**src/rtl/control_unit_pkg.sv**
```systemverilog
// -----------------------------------------------------------------------------
// control_unit_pkg
//   Shared encodings for the RV32I multi-cycle control unit: FSM state codes,
//   datapath select codes, halt cause codes and the RV32I major opcodes.
//   Also provides the opcode -> ALU operand select mapping, which is used in
//   every cycle where the ALU result is consumed (EXECUTE, MEM, WRITEBACK).
// -----------------------------------------------------------------------------
package control_unit_pkg;

  typedef enum logic [2:0] {
    ST_IDLE      = 3'd0,
    ST_FETCH     = 3'd1,
    ST_DECODE    = 3'd2,
    ST_EXECUTE   = 3'd3,
    ST_MEM       = 3'd4,
    ST_WRITEBACK = 3'd5,
    ST_HALT      = 3'd6
  } state_e;

  typedef enum logic [1:0] {
    PC_SRC_PLUS4 = 2'd0,
    PC_SRC_IMM   = 2'd1,
    PC_SRC_ALU   = 2'd2
  } pc_src_e;

  typedef enum logic [1:0] {
    ALU_A_RS1  = 2'd0,
    ALU_A_PC   = 2'd1,
    ALU_A_ZERO = 2'd2
  } alu_a_e;

  typedef enum logic {
    ALU_B_RS2 = 1'b0,
    ALU_B_IMM = 1'b1
  } alu_b_e;

  typedef enum logic [1:0] {
    WB_ALU  = 2'd0,
    WB_LOAD = 2'd1,
    WB_PC4  = 2'd2
  } wb_sel_e;

  typedef enum logic [1:0] {
    CAUSE_NONE    = 2'd0,
    CAUSE_ECALL   = 2'd1,
    CAUSE_ILLEGAL = 2'd2,
    CAUSE_TIMEOUT = 2'd3
  } cause_e;

  // RV32I major opcodes (instr[6:0])
  localparam logic [6:0] OPC_LOAD     = 7'b0000011;
  localparam logic [6:0] OPC_MEM_MISC = 7'b0001111;
  localparam logic [6:0] OPC_OP_IMM   = 7'b0010011;
  localparam logic [6:0] OPC_AUIPC    = 7'b0010111;
  localparam logic [6:0] OPC_STORE    = 7'b0100011;
  localparam logic [6:0] OPC_OP       = 7'b0110011;
  localparam logic [6:0] OPC_LUI      = 7'b0110111;
  localparam logic [6:0] OPC_BRANCH   = 7'b1100011;
  localparam logic [6:0] OPC_JALR     = 7'b1100111;
  localparam logic [6:0] OPC_JAL      = 7'b1101111;
  localparam logic [6:0] OPC_SYSTEM   = 7'b1110011;

  typedef struct packed {
    alu_a_e a_sel;
    alu_b_e b_sel;
  } alu_sel_t;

  // ALU operand selects for an opcode. JAL, BRANCH, OP and anything
  // unlisted use rs1/rs2 (JAL ignores the ALU entirely).
  function automatic alu_sel_t alu_sel_for(input logic [6:0] opc);
    alu_sel_t s;
    s.a_sel = ALU_A_RS1;
    s.b_sel = ALU_B_RS2;
    case (opc)
      OPC_OP_IMM, OPC_LOAD, OPC_STORE, OPC_JALR: s.b_sel = ALU_B_IMM;
      OPC_LUI: begin
        s.a_sel = ALU_A_ZERO;
        s.b_sel = ALU_B_IMM;
      end
      OPC_AUIPC: begin
        s.a_sel = ALU_A_PC;
        s.b_sel = ALU_B_IMM;
      end
      default: ;
    endcase
    return s;
  endfunction

endpackage

```
**src/rtl/control_unit_timeout_counter.sv**
```systemverilog
// -----------------------------------------------------------------------------
// ctrl_timeout_counter
//   Memory-bus watchdog. Counts cycles in which a request is pending without
//   completion; 'expired' is asserted in the cycle that would bring the count
//   to MEM_TIMEOUT, so the FSM leaves the bus after exactly MEM_TIMEOUT
//   waiting cycles. MEM_TIMEOUT = 0 disables the watchdog.
// Ports:
//   clk, reset_n  clock / asynchronous active-low reset
//   en            a request is waiting this cycle
//   clr           request idle or completing; clears the count (wins over en)
//   expired       waiting limit reached this cycle
// -----------------------------------------------------------------------------
module ctrl_timeout_counter #(
  parameter int MEM_TIMEOUT = 255
) (
  input  logic clk,
  input  logic reset_n,
  input  logic en,
  input  logic clr,
  output logic expired
);

  localparam int CW = (MEM_TIMEOUT > 1) ? $clog2(MEM_TIMEOUT + 1) : 1;
  localparam logic [CW-1:0] LAST = (MEM_TIMEOUT > 0) ? CW'(MEM_TIMEOUT - 1) : '0;

  logic [CW-1:0] count_q;
  logic          counting;

  assign counting = en && !clr;
  assign expired  = (MEM_TIMEOUT > 0) && counting && (count_q == LAST);

  // NOTE: state is updated with non-blocking assignments so every register
  // samples pre-edge values, independent of process evaluation order.
  always_ff @(posedge clk or negedge reset_n) begin
    if (!reset_n) begin
      count_q <= '0;
    end else if (!counting) begin
      count_q <= '0;
    end else if ((MEM_TIMEOUT > 0) && (count_q != LAST)) begin
      count_q <= count_q + CW'(1);
    end
  end

endmodule

```
**src/rtl/control_unit.sv**
```systemverilog
// -----------------------------------------------------------------------------
// control_unit
//   Multi-cycle RV32I control FSM: IDLE -> FETCH -> DECODE -> EXECUTE
//   [-> MEM] [-> WRITEBACK] -> FETCH, with HALT as an absorbing state for
//   ECALL/EBREAK, illegal instructions and memory-bus timeouts.
// Ports:
//   clk, reset_n          clock / asynchronous active-low reset
//   opcode, func3         decoder fields from the IR (stable after FETCH)
//   instr_valid           decoder legality flag
//   branch_taken          ALU compare result for the current branch
//   mem_ready             memory completes the pending request this cycle
//   mem_req/mem_we        memory request handshake, 1 = store
//   mem_addr_sel          memory address: 0 = PC, 1 = ALU result
//   ir_load, pc_write     IR and PC load enables
//   pc_src                0 = PC+4, 1 = PC+imm, 2 = ALU result
//   alu_a_sel/alu_b_sel   ALU operand selects
//   reg_write, wb_sel     register write enable / writeback source
//   retire, instret       per-instruction pulse and wrapping count
//   halted, cause, state  status and debug view
// -----------------------------------------------------------------------------
module control_unit
  import control_unit_pkg::*;
#(
  parameter int CNT_WIDTH   = 32,
  parameter int MEM_TIMEOUT = 255
) (
  input  logic                 clk,
  input  logic                 reset_n,
  input  logic [6:0]           opcode,
  input  logic [2:0]           func3,
  input  logic                 instr_valid,
  input  logic                 branch_taken,
  input  logic                 mem_ready,
  output logic                 mem_req,
  output logic                 mem_we,
  output logic                 mem_addr_sel,
  output logic                 ir_load,
  output logic                 pc_write,
  output logic [1:0]           pc_src,
  output logic [1:0]           alu_a_sel,
  output logic                 alu_b_sel,
  output logic                 reg_write,
  output logic [1:0]           wb_sel,
  output logic                 retire,
  output logic [CNT_WIDTH-1:0] instret,
  output logic                 halted,
  output logic [1:0]           cause,
  output logic [2:0]           state
);

  state_e   state_q, state_d;
  cause_e   cause_q, cause_d;
  logic     timeout_expired;
  alu_sel_t alu_sel;
  logic [CNT_WIDTH-1:0] instret_q;

  assign alu_sel = alu_sel_for(opcode);

  ctrl_timeout_counter #(
    .MEM_TIMEOUT(MEM_TIMEOUT)
  ) u_timeout (
    .clk     (clk),
    .reset_n (reset_n),
    .en      (mem_req && !mem_ready),
    .clr     (!mem_req || mem_ready),
    .expired (timeout_expired)
  );

  // State register; cause is only ever written on entry to HALT.
  always_ff @(posedge clk or negedge reset_n) begin
    if (!reset_n) begin
      state_q <= ST_IDLE;
      cause_q <= CAUSE_NONE;
    end else begin
      state_q <= state_d;
      cause_q <= cause_d;
    end
  end

  // Next-state logic.
  // NOTE: every variable gets a default at the top of the block so no path
  // leaves it unassigned, which would otherwise infer a latch.
  always_comb begin
    state_d = state_q;
    cause_d = cause_q;
    case (state_q)
      ST_IDLE: state_d = ST_FETCH;
      ST_FETCH: begin
        if (mem_ready) begin
          state_d = ST_DECODE;
        end else if (timeout_expired) begin
          state_d = ST_HALT;
          cause_d = CAUSE_TIMEOUT;
        end
      end
      ST_DECODE: begin
        if (!instr_valid) begin
          state_d = ST_HALT;
          cause_d = CAUSE_ILLEGAL;
        end else if (opcode == OPC_SYSTEM) begin
          state_d = ST_HALT;
          cause_d = (func3 == 3'd0) ? CAUSE_ECALL : CAUSE_ILLEGAL;
        end else begin
          state_d = ST_EXECUTE;
        end
      end
      ST_EXECUTE: begin
        case (opcode)
          OPC_OP, OPC_OP_IMM, OPC_JALR, OPC_LUI, OPC_AUIPC, OPC_JAL:
            state_d = ST_WRITEBACK;
          OPC_LOAD, OPC_STORE:
            state_d = ST_MEM;
          OPC_BRANCH, OPC_MEM_MISC:
            state_d = ST_FETCH;
          default: begin
            // Opcode the decoder flagged legal but this FSM cannot sequence.
            state_d = ST_HALT;
            cause_d = CAUSE_ILLEGAL;
          end
        endcase
      end
      ST_MEM: begin
        if (mem_ready) begin
          state_d = (opcode == OPC_STORE) ? ST_FETCH : ST_WRITEBACK;
        end else if (timeout_expired) begin
          state_d = ST_HALT;
          cause_d = CAUSE_TIMEOUT;
        end
      end
      ST_WRITEBACK: state_d = ST_FETCH;
      ST_HALT:      state_d = ST_HALT;
      default:      state_d = ST_IDLE;
    endcase
  end

  // Output logic: Moore-style except for the mem_ready / branch_taken
  // qualified strobes (ir_load, store completion, branch target).
  always_comb begin
    mem_req      = 1'b0;
    mem_we       = 1'b0;
    mem_addr_sel = 1'b0;
    ir_load      = 1'b0;
    pc_write     = 1'b0;
    pc_src       = PC_SRC_PLUS4;
    alu_a_sel    = ALU_A_RS1;
    alu_b_sel    = ALU_B_RS2;
    reg_write    = 1'b0;
    wb_sel       = WB_ALU;
    retire       = 1'b0;
    halted       = 1'b0;
    case (state_q)
      ST_FETCH: begin
        mem_req = 1'b1;
        ir_load = mem_ready;
      end
      ST_EXECUTE: begin
        alu_a_sel = alu_sel.a_sel;
        alu_b_sel = alu_sel.b_sel;
        if (opcode == OPC_BRANCH) begin
          pc_write = 1'b1;
          pc_src   = branch_taken ? PC_SRC_IMM : PC_SRC_PLUS4;
          retire   = 1'b1;
        end else if (opcode == OPC_MEM_MISC) begin
          pc_write = 1'b1;
          retire   = 1'b1;
        end
      end
      ST_MEM: begin
        // ALU keeps producing the address for the whole access.
        mem_req      = 1'b1;
        mem_addr_sel = 1'b1;
        mem_we       = (opcode == OPC_STORE);
        alu_a_sel    = alu_sel.a_sel;
        alu_b_sel    = alu_sel.b_sel;
        if (mem_ready && (opcode == OPC_STORE)) begin
          pc_write = 1'b1;
          retire   = 1'b1;
        end
      end
      ST_WRITEBACK: begin
        // There is no ALU output register, so operands stay selected while
        // the result is written back (and used as the JALR target).
        alu_a_sel = alu_sel.a_sel;
        alu_b_sel = alu_sel.b_sel;
        reg_write = 1'b1;
        pc_write  = 1'b1;
        retire    = 1'b1;
        case (opcode)
          OPC_LOAD: wb_sel = WB_LOAD;
          OPC_JAL: begin
            wb_sel = WB_PC4;
            pc_src = PC_SRC_IMM;
          end
          OPC_JALR: begin
            wb_sel = WB_PC4;
            pc_src = PC_SRC_ALU;
          end
          default: ;
        endcase
      end
      ST_HALT: halted = 1'b1;
      default: ;
    endcase
  end

  // Retired-instruction counter, wraps modulo 2^CNT_WIDTH.
  always_ff @(posedge clk or negedge reset_n) begin
    if (!reset_n) begin
      instret_q <= '0;
    end else if (retire) begin
      instret_q <= instret_q + CNT_WIDTH'(1);
    end
  end

  assign instret = instret_q;
  assign cause   = cause_q;
  assign state   = state_q;

endmodule

```
**config.mk**
```make
export PLATFORM = sky130hd
export DESIGN_NAME = control_unit
export DESIGN_NICKNAME = d
export VERILOG_FILES = /design/src/rtl/control_unit_pkg.sv /design/src/rtl/control_unit_timeout_counter.sv /design/src/rtl/control_unit.sv
export SDC_FILE = /design/constraint.sdc
export NUM_CORES = 1
export LEC_CHECK = 0
export CAP_MARGIN = 10
export CORE_MARGIN = 2
export CORE_UTILIZATION = 45
export DETAILED_ROUTE_END_ITERATION = 8
export PLACE_DENSITY = 0.78
export SLEW_MARGIN = 20
export SYNTH_ARGS = -nofsm -noshare
export SYNTH_HDL_FRONTEND = slang
export SYNTH_SLANG_ARGS = --single-unit
```
**constraint.sdc**
```tcl
create_clock -name clk -period 5.6 [get_ports clk]
set_clock_uncertainty 0.05 [all_clocks]
set_input_delay 0.84 -clock clk [delete_from_list [all_inputs] [get_ports clk]]
set_output_delay 0.84 -clock clk [all_outputs]
set_load 0.03 [all_outputs]
```
## Word-level counts from Yosys, hierarchy flattened

Index checks and enable logic that the tools add are counted.

- Add/sub/neg operators: 2
- Eq/ne operators: 24
- Mux-type cells: 37
- Reduce and logical (&&, ||, !) cells: 21

Operators with widths:

| kind | count |
|---|---|
| $add 32x1->32 const B | 1 |
| $eq 7x7->1 const B | 4 |
| $eq 7x6->1 const B | 3 |
| $mux 3 | 6 |
| $pmux 3 s6 | 1 |
| $mux 2 | 8 |
| $mux 8 | 2 |
| $pmux 2 s2 | 4 |
| $eq 7x5->1 const B | 2 |
| $mux 1 | 13 |
| $reduce_or 6->1 | 2 |
| $reduce_or 10->1 | 1 |
| $reduce_or 2->1 | 5 |
| $eq 3x3->1 const B | 3 |
| $pmux 3 s3 | 1 |
| $add 8x1->8 const B | 1 |
| $eq 8x8->1 const B | 1 |
| $ne 8x8->1 const B | 1 |
| $eq 7x2->1 const B | 1 |
| $eq 7x4->1 const B | 1 |
| $eq 3x2->1 const B | 2 |
| $logic_not 3->1 | 2 |
| $ne 2x2->1 const B | 3 |
| $pmux 2 s3 | 1 |
| other kinds (10) | 15 |

- Flip-flop bits (word level): 45
- Output and inout bits: 52

## Depth between registers and ports, before layout

Gate-level depths: netlist of the first run.

- Word-level depth: 11
- Mapped depth: 8

## By module

Synthesis of the first run repeated with hierarchy kept, for this count alone.

- Cell total of the unflattened synthesis: 286
- Area total of the unflattened synthesis: 2726.4 µm²

Modules (own cells, without submodules):

| module | instances | cells an instance | area each (µm²) | seq. area each (µm²) |
|---|---|---|---|---|
| control_unit | 1 | 239 | 2259.7 | 925.9 |
| ctrl_timeout_counter | 1 | 47 | 466.7 | 200.2 |

## Least setup slack after synthesis of the first run

No wires, ideal clock.

- Path type: register -> output
- Start: register state_q[1] (netlist: state[1])
- End: output pc_src[1]
- Arrival time: 2378 ps
- Setup slack: 2332 ps
- Stages on the path, launching flop included: 7
- Path buffers: 1
- Cell sequence: dfrtp_1 -> clkbuf_1 -> inv_1 -> nand2_1 -> nor2_1 -> and3_1 -> nor2b_1

- Word-level cells in the longest chain between the ends: 2

RTL lines:

| what | line | source |
|---|---|---|
| start: declaration | control_unit.sv:51 | `state_e state_q, state_d;` |
| start signal: assignment | control_unit.sv:75 | `state_q <= state_d;` |
| $eq 3x3->1 or $eq 3x2->1 (tied branches) | control_unit.sv:151 | `case (state_q)` |
| $pmux 2 s2 (*) | control_unit.sv:151 |  |
| end: declaration | control_unit.sv:39 | `output logic [1:0] pc_src,` |

Mark *: on every way between the ends. The rest lies on a longest branch, timed or not.

## Worst setup path after layout of the first run

- Start: input opcode[5]
- End: output pc_write

- Word-level cells in the longest chain between the ends: 4

RTL lines:

| what | line | source |
|---|---|---|
| start: declaration | control_unit.sv:29 | `input logic [6:0] opcode,` |
| $eq 7x4->1 or $eq 7x6->1 (tied branches) | control_unit.sv:163, control_unit.sv:175 |  |
| $mux 1 or $logic_and 1x1->1 (tied branches) | control_unit.sv:163, control_unit.sv:175 |  |
| $mux 1 (on tied branches) | control_unit.sv:159, control_unit.sv:175 |  |
| $pmux 1 s3 (*) | control_unit.sv:151 |  |
| end: declaration | control_unit.sv:38 | `output logic pc_write,` |

Marked as above.

==> impl_metrics.tcl, run 1 <==
set metrics [dict create \
    status "finished clean" \
    fmax_mhz 233 \
    initial_core_util 0.463 \
    synth_area_leader_cell "dfrtp_1" \
    syn_avg_cell_area_um2 9.59 \
    relSlewSlack 0.540 \
    place_ws_ps 1360 \
    fp.coreArea_um2 5470 \
    yosysMostFrequentCell "dfrtp_1" \
    worstSetupPathType "in2out" \
    drtPass1Iterations 4 \
    hpwl_mm 4.13 \
    dpl_cell_area_um2 3210 \
    holdWs_ps 444 \
    seq_area_um2 1130 \
    setup_tns_ps 0 \
    yosys.area.top_type_share 0.445 \
    min_path_type "reg2reg" \
    r2r-end "instret[27]$_DFFE_PN0P_" \
    p_per_area_nw_per_um2 315 \
    rsz0062_at_grt "false" \
    synth_fp_nets 282 \
    area_delta_synth_final_pct 30.3 \
    setup_violations 0 \
    nets 343 \
    cts-resized-gates 0 \
    swShare 0.399 \
    syn_inst 264 \
    reg2regPathDepth 6 \
    drtIter0Drc 91 \
    antenna_found_initial 0 \
    synth_edf_count 0 \
    crit_path_start_kind "primary input" \
    cts.clk_slew.worst_paths_ps 80 \
    cts_hold_buf 0 \
    cts_htree_levels 2 \
    p_clk_frac 0.192 \
    combPwrFrac 0.402 \
    synth_flop_cell "dfrtp_1" \
    maxSlewViolCount 0 \
    setup_slack_ps 1320 \
    synthArstFlopShare 1.00 \
    fp.dieH_um 79 \
    period_needed_ps 4280 \
    holdPathEnd "cause[0]$_DFFE_PN0P_" \
    overflow 0 \
    maxCapViolCount 0 \
    min-delay-start "cause[0]$_DFFE_PN0P_" \
    synthTopCellsByCount "dfrtp_1 (45), nand2_1 (23), nor2_1 (20)" \
    cts_sinks 45 \
    p_leak_nw 1.39 \
    drive_above_1_share 0.0554 \
    post-cts-setup-buffer-count 0 \
    cp.required_ps 4710 \
    fin_util 0.603 \
    p_int_w 0.000625 \
    port_buffers 66 \
    gp_congestion 0.898 \
    wire_per_inst_um 14.2 \
    yosysSeqAreaShare 0.445 \
    arrival_ps 3390 \
    rr_startpoint "state[2]$_DFF_PN0_" \
    diodes 0 \
    syn-cell-area_um2 2530 \
    ys_seq_elements 45 \
    vias 2159 \
    synth_cell_type_count 50 \
    clk_latency_ps 290 \
    grt_pass1_wl_mm 9.30 \
    multi_input_area_um2 1300 \
    n_fill_cell 476 \
    ios 67 \
    cts_tree "yes" \
    numCtsBuffers 5 \
    final_cell_area_um2 3300 \
    fp-row-count 27 \
    p_sw_w 0.000415 \
    peakVddDrop_uv 212 \
    hold_depth 1 \
    die_w_um 79 \
    drt_wl_total_mm 5.62 \
    grt_max_degree 46 \
    path_max_fanout 22 \
    reg2reg_setup_slack_ps 3320 \
    die_area_um2 6240 \
    root_buffer "clkbuf_8" \
    drc_errors 0 \
    ys_warn_count 0 \
    p_seq_frac 0.406 \
    synthTopCellsByArea "dfrtp_1 (44%), xor2_1 (6.6%), xnor2_1 (5.5%)" \
    worst_slew_pin_slew_ps 685 \
    antenna_left 0 \
    grt_use_total 0.187 \
    viasPerCell 5.44 \
    clock_path_buffers 2 \
    endpoint_kind "output pin" \
    grt_pass1_vias 2084 \
    final_hold_viol_count 0 \
    finalCritPeriodShare 0.765 \
]
[cell usage in the layout, fill, tap and decap left out, drive strengths merged, types with 2 or more instances in the layout]
cell	instances
nand2	23
o211ai	3
nand3	16
and3b	2
nor4b	6
nand4	13
nor2b	2
clkdlybuf4s50	65
xnor2	16
xor2	19
clkbuf	7
and3	6
nor3	16
inv	9
o21ai	6
dfrtp	45
nand4bb	2
nand2b	4
a31oi	2
nand3b	4
or3	2
ha	3
nor4	8
nor2	20
o21ba	2
a21oi	6
a211oi	2
[worst max-delay path, cell delays in order]
cell             delay (ps)
clkdlybuf4s50_1         580
nand4bb_1               350
a211oi_2                270
o21ba_2                 350
inv_2                   260
clkdlybuf4s50_1         720
[worst max path at each step]
| stage | from | end | slack, ps | depth (start not counted) |
|---|---|---|---|---|
| 4_1_cts | opcode[5] | pc_write | 1340 | 6 |
| 3_5_place_dp | opcode[5] | pc_write | 1360 | 6 |
| 2_1_floorplan | state[1]$_DFF_PN0_ | pc_src[1] | 2330 | 6 |
| 6_report | opcode[5] | pc_write | 1320 | 6 |
| 5_1_grt | opcode[5] | pc_write | 1210 | 6 |
| 3_3_place_gp | opcode[5] | pc_write | 1390 | 6 |
[power groups by stage]
stage	Clock (W)	Combinational (W)	Sequential (W)
global placement	0	0.000418	0.000426
floorplan	0	0.000240	0.000462
finish	0.000199	0.000418	0.000423
global route	0.000218	0.000454	0.000431
detailed placement	0	0.000419	0.000427
CTS	0.000207	0.000421	0.000421
[per-layer routing]
metal	routed length, um	GRT usage
met3	341	0.0625
met2	2670	0.307
met4	56	0.0603
met5	0	0
met1	2550	0.233
[sequential cells by signal, summed over array words and instances, names as in the netlist]
signal	flops
instret	32
u_timeout.count_q	8
state	3
cause	2
[kinds of logic after synthesis]
| family | after synthesis | synth area share |
|---|---|---|
| fa+ha+maj | 3 | 0.0148 |
| simple gates | 128 | 0.289 |
| compound gates | 29 | 0.0801 |
| flops | 45 | 0.445 |
| mux | 2 | 0.00840 |
| buf+inv | 22 | 0.0420 |
| xor+xnor | 35 | 0.121 |
[per-stage QoR]
| stage | std cells | power, W |
|---|---|---|
| final | 397 | 0.00104 |
| after floorplan | 264 | 0.000702 |
| after detailed placement | 390 | 0.000847 |
| after global placement | 390 | 0.000844 |
| after CTS | 397 | 0.00105 |
| after global routing | 397 | 0.00110 |
[layout make-up]
cell class / instances / share of cell area
Timing Repair Buffer: 66 / 0.200
Multi-Input combinational cell: 197 / 0.394
Inverter: 10 / 0.0118
Clock buffer: 7 / 0.0262
Tap cell: 72 / 0.0273
Sequential cell: 45 / 0.341
Power figures use the tool's default switching activity.
==> run 2, diff against run 1 <==
==> constraint.sdc (replaced) <==
create_clock -name clk -period 4.15 [get_ports clk]
set_clock_uncertainty 0.05 [all_clocks]
set_input_delay 0.6225 -clock clk [delete_from_list [all_inputs] [get_ports clk]]
set_output_delay 0.6225 -clock clk [all_outputs]
set_load 0.03 [all_outputs]
==> run 2 against run 1 <==
Global-route usage up 0.98 points; first-iteration DRC count up 38%; clock power increased by 33%; sequential share of layout area down 0.078 points; via count increased by 0.79%; die area did not move.
==> impl_metrics.tcl, run 2 (synthesis gave the netlist of run 1 again) <==
set metrics [dict create \
    cts_htree_levels 2 \
    initial_core_util 0.463 \
    cts_tree "yes" \
    post-cts-setup-buffer-count 0 \
    setup_violations 0 \
    fmax_mhz 277 \
    root_buffer "clkbuf_8" \
    grt_pass1_wl_mm 9.93 \
    drc_errors 0 \
    endpoint_kind "output pin" \
    final_cell_area_um2 3310 \
    min_path_type "in2async" \
    relSlewSlack 0.516 \
    numCtsBuffers 5 \
    p_leak_nw 1.39 \
    p_int_w 0.000833 \
    drive_above_1_share 0.0642 \
    grt_max_degree 46 \
    grt_pass1_vias 2106 \
    fp.coreArea_um2 5470 \
    finalCritPeriodShare 0.871 \
    diodes 0 \
    mostFrequentLayoutCells "clkdlybuf4s50_1 (65), dfrtp_1 (45), nand2_1 (23), nor2_1 (20), xor2_1 (19)" \
    viasPerCell 5.45 \
    rsz0062_at_grt "false" \
    gp_congestion 0.864 \
    cts-resized-gates 0 \
    dp.cells 391 \
    wire_per_inst_um 14.5 \
    worstSetupPathType "in2out" \
    cp.required_ps 3480 \
    path_max_fanout 14 \
    status "finished clean" \
    worst_slew_pin_slew_ps 720 \
    area_delta_synth_final_pct 30.6 \
    drt_wl_total_mm 5.80 \
    p_clk_frac 0.188 \
    cts.clk_slew.worst_paths_ps 80 \
    antenna_found_initial 0 \
    crit_path_start_kind "primary input" \
    nets 344 \
    fp.dieH_um 79 \
    cts_hold_buf 0 \
    layout.cells.non_filler 399 \
    vias 2176 \
    combPwrFrac 0.407 \
    clk_latency_ps 300 \
    drtPass1Iterations 5 \
    final_common_cell "clkdlybuf4s50_1" \
    p_per_area_nw_per_um2 426 \
    reg2regPathDepth 6 \
    grt_use_total 0.197 \
    final_hold_viol_count 0 \
    dpl_cell_area_um2 3220 \
    antenna_left 0 \
    grt_busiest_layer "met2" \
    met3_usage 0.0557 \
    clock_path_buffers 2 \
    maxSlewViolCount 0 \
    p_seq_frac 0.405 \
    arrival_ps 2940 \
    hpwl_mm 4.32 \
    period_needed_ps 3610 \
    die_w_um 79 \
    peakVddDrop_uv 354 \
    p_sw_w 0.000574 \
    setup_tns_ps 0 \
    fp-row-count 27 \
    reg2reg_setup_slack_ps 1940 \
    holdWs_ps 257 \
    use_met2 0.312 \
    r2r-end "instret[6]$_DFFE_PN0P_" \
    maxCapViolCount 0 \
    drtIter0Drc 126 \
    ios 67 \
    port_buffers 66 \
    largest_reg_flops 32 \
    cts_sinks 45 \
    die_area_um2 6240 \
    overflow 0 \
    rr_startpoint "state[1]$_DFF_PN0_" \
    swShare 0.408 \
    met1_usage 0.268 \
]
-- run 2: how the worst max path moves through the flow --
stage	startpoint	end	slack, ps	depth (start not counted)
2_1_floorplan	state[1]$_DFF_PN0_	pc_src[1]	1100	6
4_1_cts	opcode[5]	pc_write	530	6
3_5_place_dp	opcode[5]	pc_write	540	6
5_1_grt	opcode[5]	pc_write	440	6
3_3_place_gp	opcode[5]	pc_write	550	6
6_report	opcode[5]	pc_write	540	6
-- run 2: metal layers --
layer,vias up,wire length (um)
met4,0,53
met2,70,2720
li1,1059,-
met1,1041,2660
met3,6,373
met5,-,0
-- run 2: metrics by stage --
step | total power (W) | utilization | worst slack, ps
after floorplan | 0.000947 | - | 1100
after global placement | 0.00114 | 0.588 | 552
after detailed placement | 0.00115 | 0.588 | 542
after CTS | 0.00141 | 0.604 | 531
after global routing | 0.00149 | 0.604 | 445
final | 0.00141 | 0.604 | 535
-- run 2: power by group through the flow --
| stage | combinational (W) | sequential, W | clock, W |
|---|---|---|---|
| 2_1_floorplan | 0.000324 | 0.000623 | 0 |
| 3_3_place_gp | 0.000569 | 0.000576 | 0 |
| 5_1_grt | 0.000620 | 0.000582 | 0.000292 |
| 4_1_cts | 0.000577 | 0.000569 | 0.000269 |
| 3_5_place_dp | 0.000573 | 0.000577 | 0 |
| 6_report | 0.000573 | 0.000569 | 0.000265 |
-- run 2: area by class of cell --
type	instances	area, um^2
Fill cell	489	2170
Clock buffer	5	68.8
Multi-Input combinational cell	197	1300
Timing Repair Buffer	67	666
Inverter	10	38.8
Sequential cell	45	1130
Clock inverter	3	17.5
Tap cell	72	90.1
-- run 2: worst max-delay path: stages --
cell and delay [ps]:
clkdlybuf4s50_1 580, nand4bb_1 360, a211oi_2 270, o21ba_2 200, inv_2 190, clkdlybuf4s50_1 720
==> edit (config.mk and constraints of run 2) <==
`MEM_TIMEOUT` is set to 255 in 2 places; all go to 510.
--- a/src/rtl/control_unit_timeout_counter.sv
+++ b/src/rtl/control_unit_timeout_counter.sv
@@ -13,3 +13,3 @@
 module ctrl_timeout_counter #(
-  parameter int MEM_TIMEOUT = 255
+  parameter int MEM_TIMEOUT = 510
 ) (
--- a/src/rtl/control_unit.sv
+++ b/src/rtl/control_unit.sv
@@ -24,3 +24,3 @@
   parameter int CNT_WIDTH   = 32,
-  parameter int MEM_TIMEOUT = 255
+  parameter int MEM_TIMEOUT = 510
 ) (
Function: same outputs for any inputs over 10 cycles, from zero or initial values and one cycle with reset_n low; that may be too few to reach the edited logic, so the function may still have changed.
==> edit against run 2 <==
  * Hold slack worse by 0.0059 ns
  * Worst setup slack lost 0.056 ns
  * Register-to-register slack got worse by 0.23 ns
  * Design area grew 5.1%
  * Sequential cell count grew 1
  * Largest cell class unchanged
  * Routed wire length rose by 7.3%
  * Critical path type unchanged
  * Area after synthesis up 6.7%
  * Power increased by 0.72%
==> edit: results (changes against run 2) <==
| Metric | Value |
|---|---|
| Synth area leaders | `dfrtp_1, xnor2_1, nand4_1` |
| ClkCell Share | `2.592% (-0.020 points)` |
| Max_slew headroom | `53.73% (+2.1 points)` |
| Vias per cell | `5.684 (+4.2%)` |
| Met3 usage | `4.066% (-1.5 points)` |
| Met1 wire length | `2.852 mm (+7.3%)` |
| WL met3 | `386 um (+3.5%)` |
| RR Endpoint | `instret[17]` |
| WL/cell | `15.03 um (+3.4%)` |
| Cell internal pwr | `841.9 uW (+1.1%)` |
| IR Drop Worst-Case VDD | `0.3016 mV (-15%)` |
| Global-route usage over all layers | `20.03% (+0.33 points)` |
| Fin crit period | `3.670 ns (+0.05556 ns)` |
| Reg2reg setup slack | `1.71 ns (-0.23 ns)` |
| Detail Placement HPWL | `4.538 mm (+5.0%)` |
| FILL cells | `478 (-2.2%)` |
| First-pass DRT Iterations | `4 (-1)` |
| Comb power frac | `39.6% (-1.1 points)` |
| Non-clk invs | `8 (-2)` |
| Signal buffers | `66 (-1.5%)` |
| CP Data Arrival Time | `3.00 ns (+0.06 ns)` |
| Multiplexer share of the synthesized area | `1.205% (+0.36 points)` |
| Sequential area share after synthesis | `42.63% (-1.9 points)` |
| Outcome | `finished clean` |
| FF-to-FF path depth | `5 (-1)` |
| Max reg flops | `32 (unchanged)` |
| Dpl ws | `0.4914 ns (-0.05036 ns)` |
| DP Area | `3383 um^2 (+5.2%)` |
| Largest net degree at the start of global routing | `47 (+2.2%)` |
| Post-Place Cells | `406 (+3.8%)` |
| Vias in the first global route | `2297 (+9.1%)` |
| N_taps | `75 (+4.2%)` |
| Library cells used by synthesis | `52 (+4.0%)` |
| Seq power | `579 uW (+2%)` |
| Synth Area in Adders | `1.390% (-0.093 points)` |
| Post-synthesis xor/xnor area fraction | `12.00% (-0.11 points)` |
| GR Util met1 | `27.82% (+1.0 points)` |
| First-pass GRT wire length | `10.49 mm (+5.7%)` |
| Post-synthesis compound-gate area fraction | `11.77% (+3.8 points)` |
| #MultiIn Comb | `211 (+7.1%)` |
| Routed wl met2 | `2.946 mm (+8.4%)` |
| 1st-iter DRT viols | `78 (-38%)` |
| Share of cells above drive strength 1 | `7.965% (+1.5 points)` |
| Signal buf overhead | `18.93% (-1.2 points)` |
| Fin nets | `356 (+3.5%)` |
| Area of the multi-input gates | `1453 um^2 (+12%)` |
| Syn_area_per_cell | `9.783 um^2 (+2.0%)` |
| Net Sw Frac | `40.58% (-0.23 points)` |
| Most common library cells after synthesis | `dfrtp_1, xnor2_1, nand2_1, nor2_1, nand4_1` |
| Net Count, Synth | `294 (+4.3%)` |
## edit: changes by cell type after synthesis, moves of 4 or more
cell,before,now
xnor2_1,16,29
xor2_1,19,8
nor3_1,15,8
nand4_1,13,19
nor3b_1,0,4
nor4b_2,4,0
o21ai_0,5,9
or2_2,0,4
## edit: through the flow
step | total power, mW | hold WS (ns) | util [%]
final | 1.417 | 0.2513 | 59.41
after global routing | 1.502 | 0.2947 | 59.41
after CTS | 1.425 | 0.4336 | 59.37
after detailed placement | 1.148 | 0.4128 | 57.83
after global placement | 1.140 | 0.4189 | 57.83
after floorplan | 0.9529 | 0.2769 | -
## edit: worst max-delay path by stage
stage                end  slack, ns  cells past startpoint
2_1_floorplan  pc_src[0]       0.79                      4
3_3_place_gp    pc_write       0.58                      5
3_5_place_dp      retire       0.49                      5
4_1_cts           retire       0.50                      5
5_1_grt         pc_write       0.36                      5
6_report          retire       0.48                      5
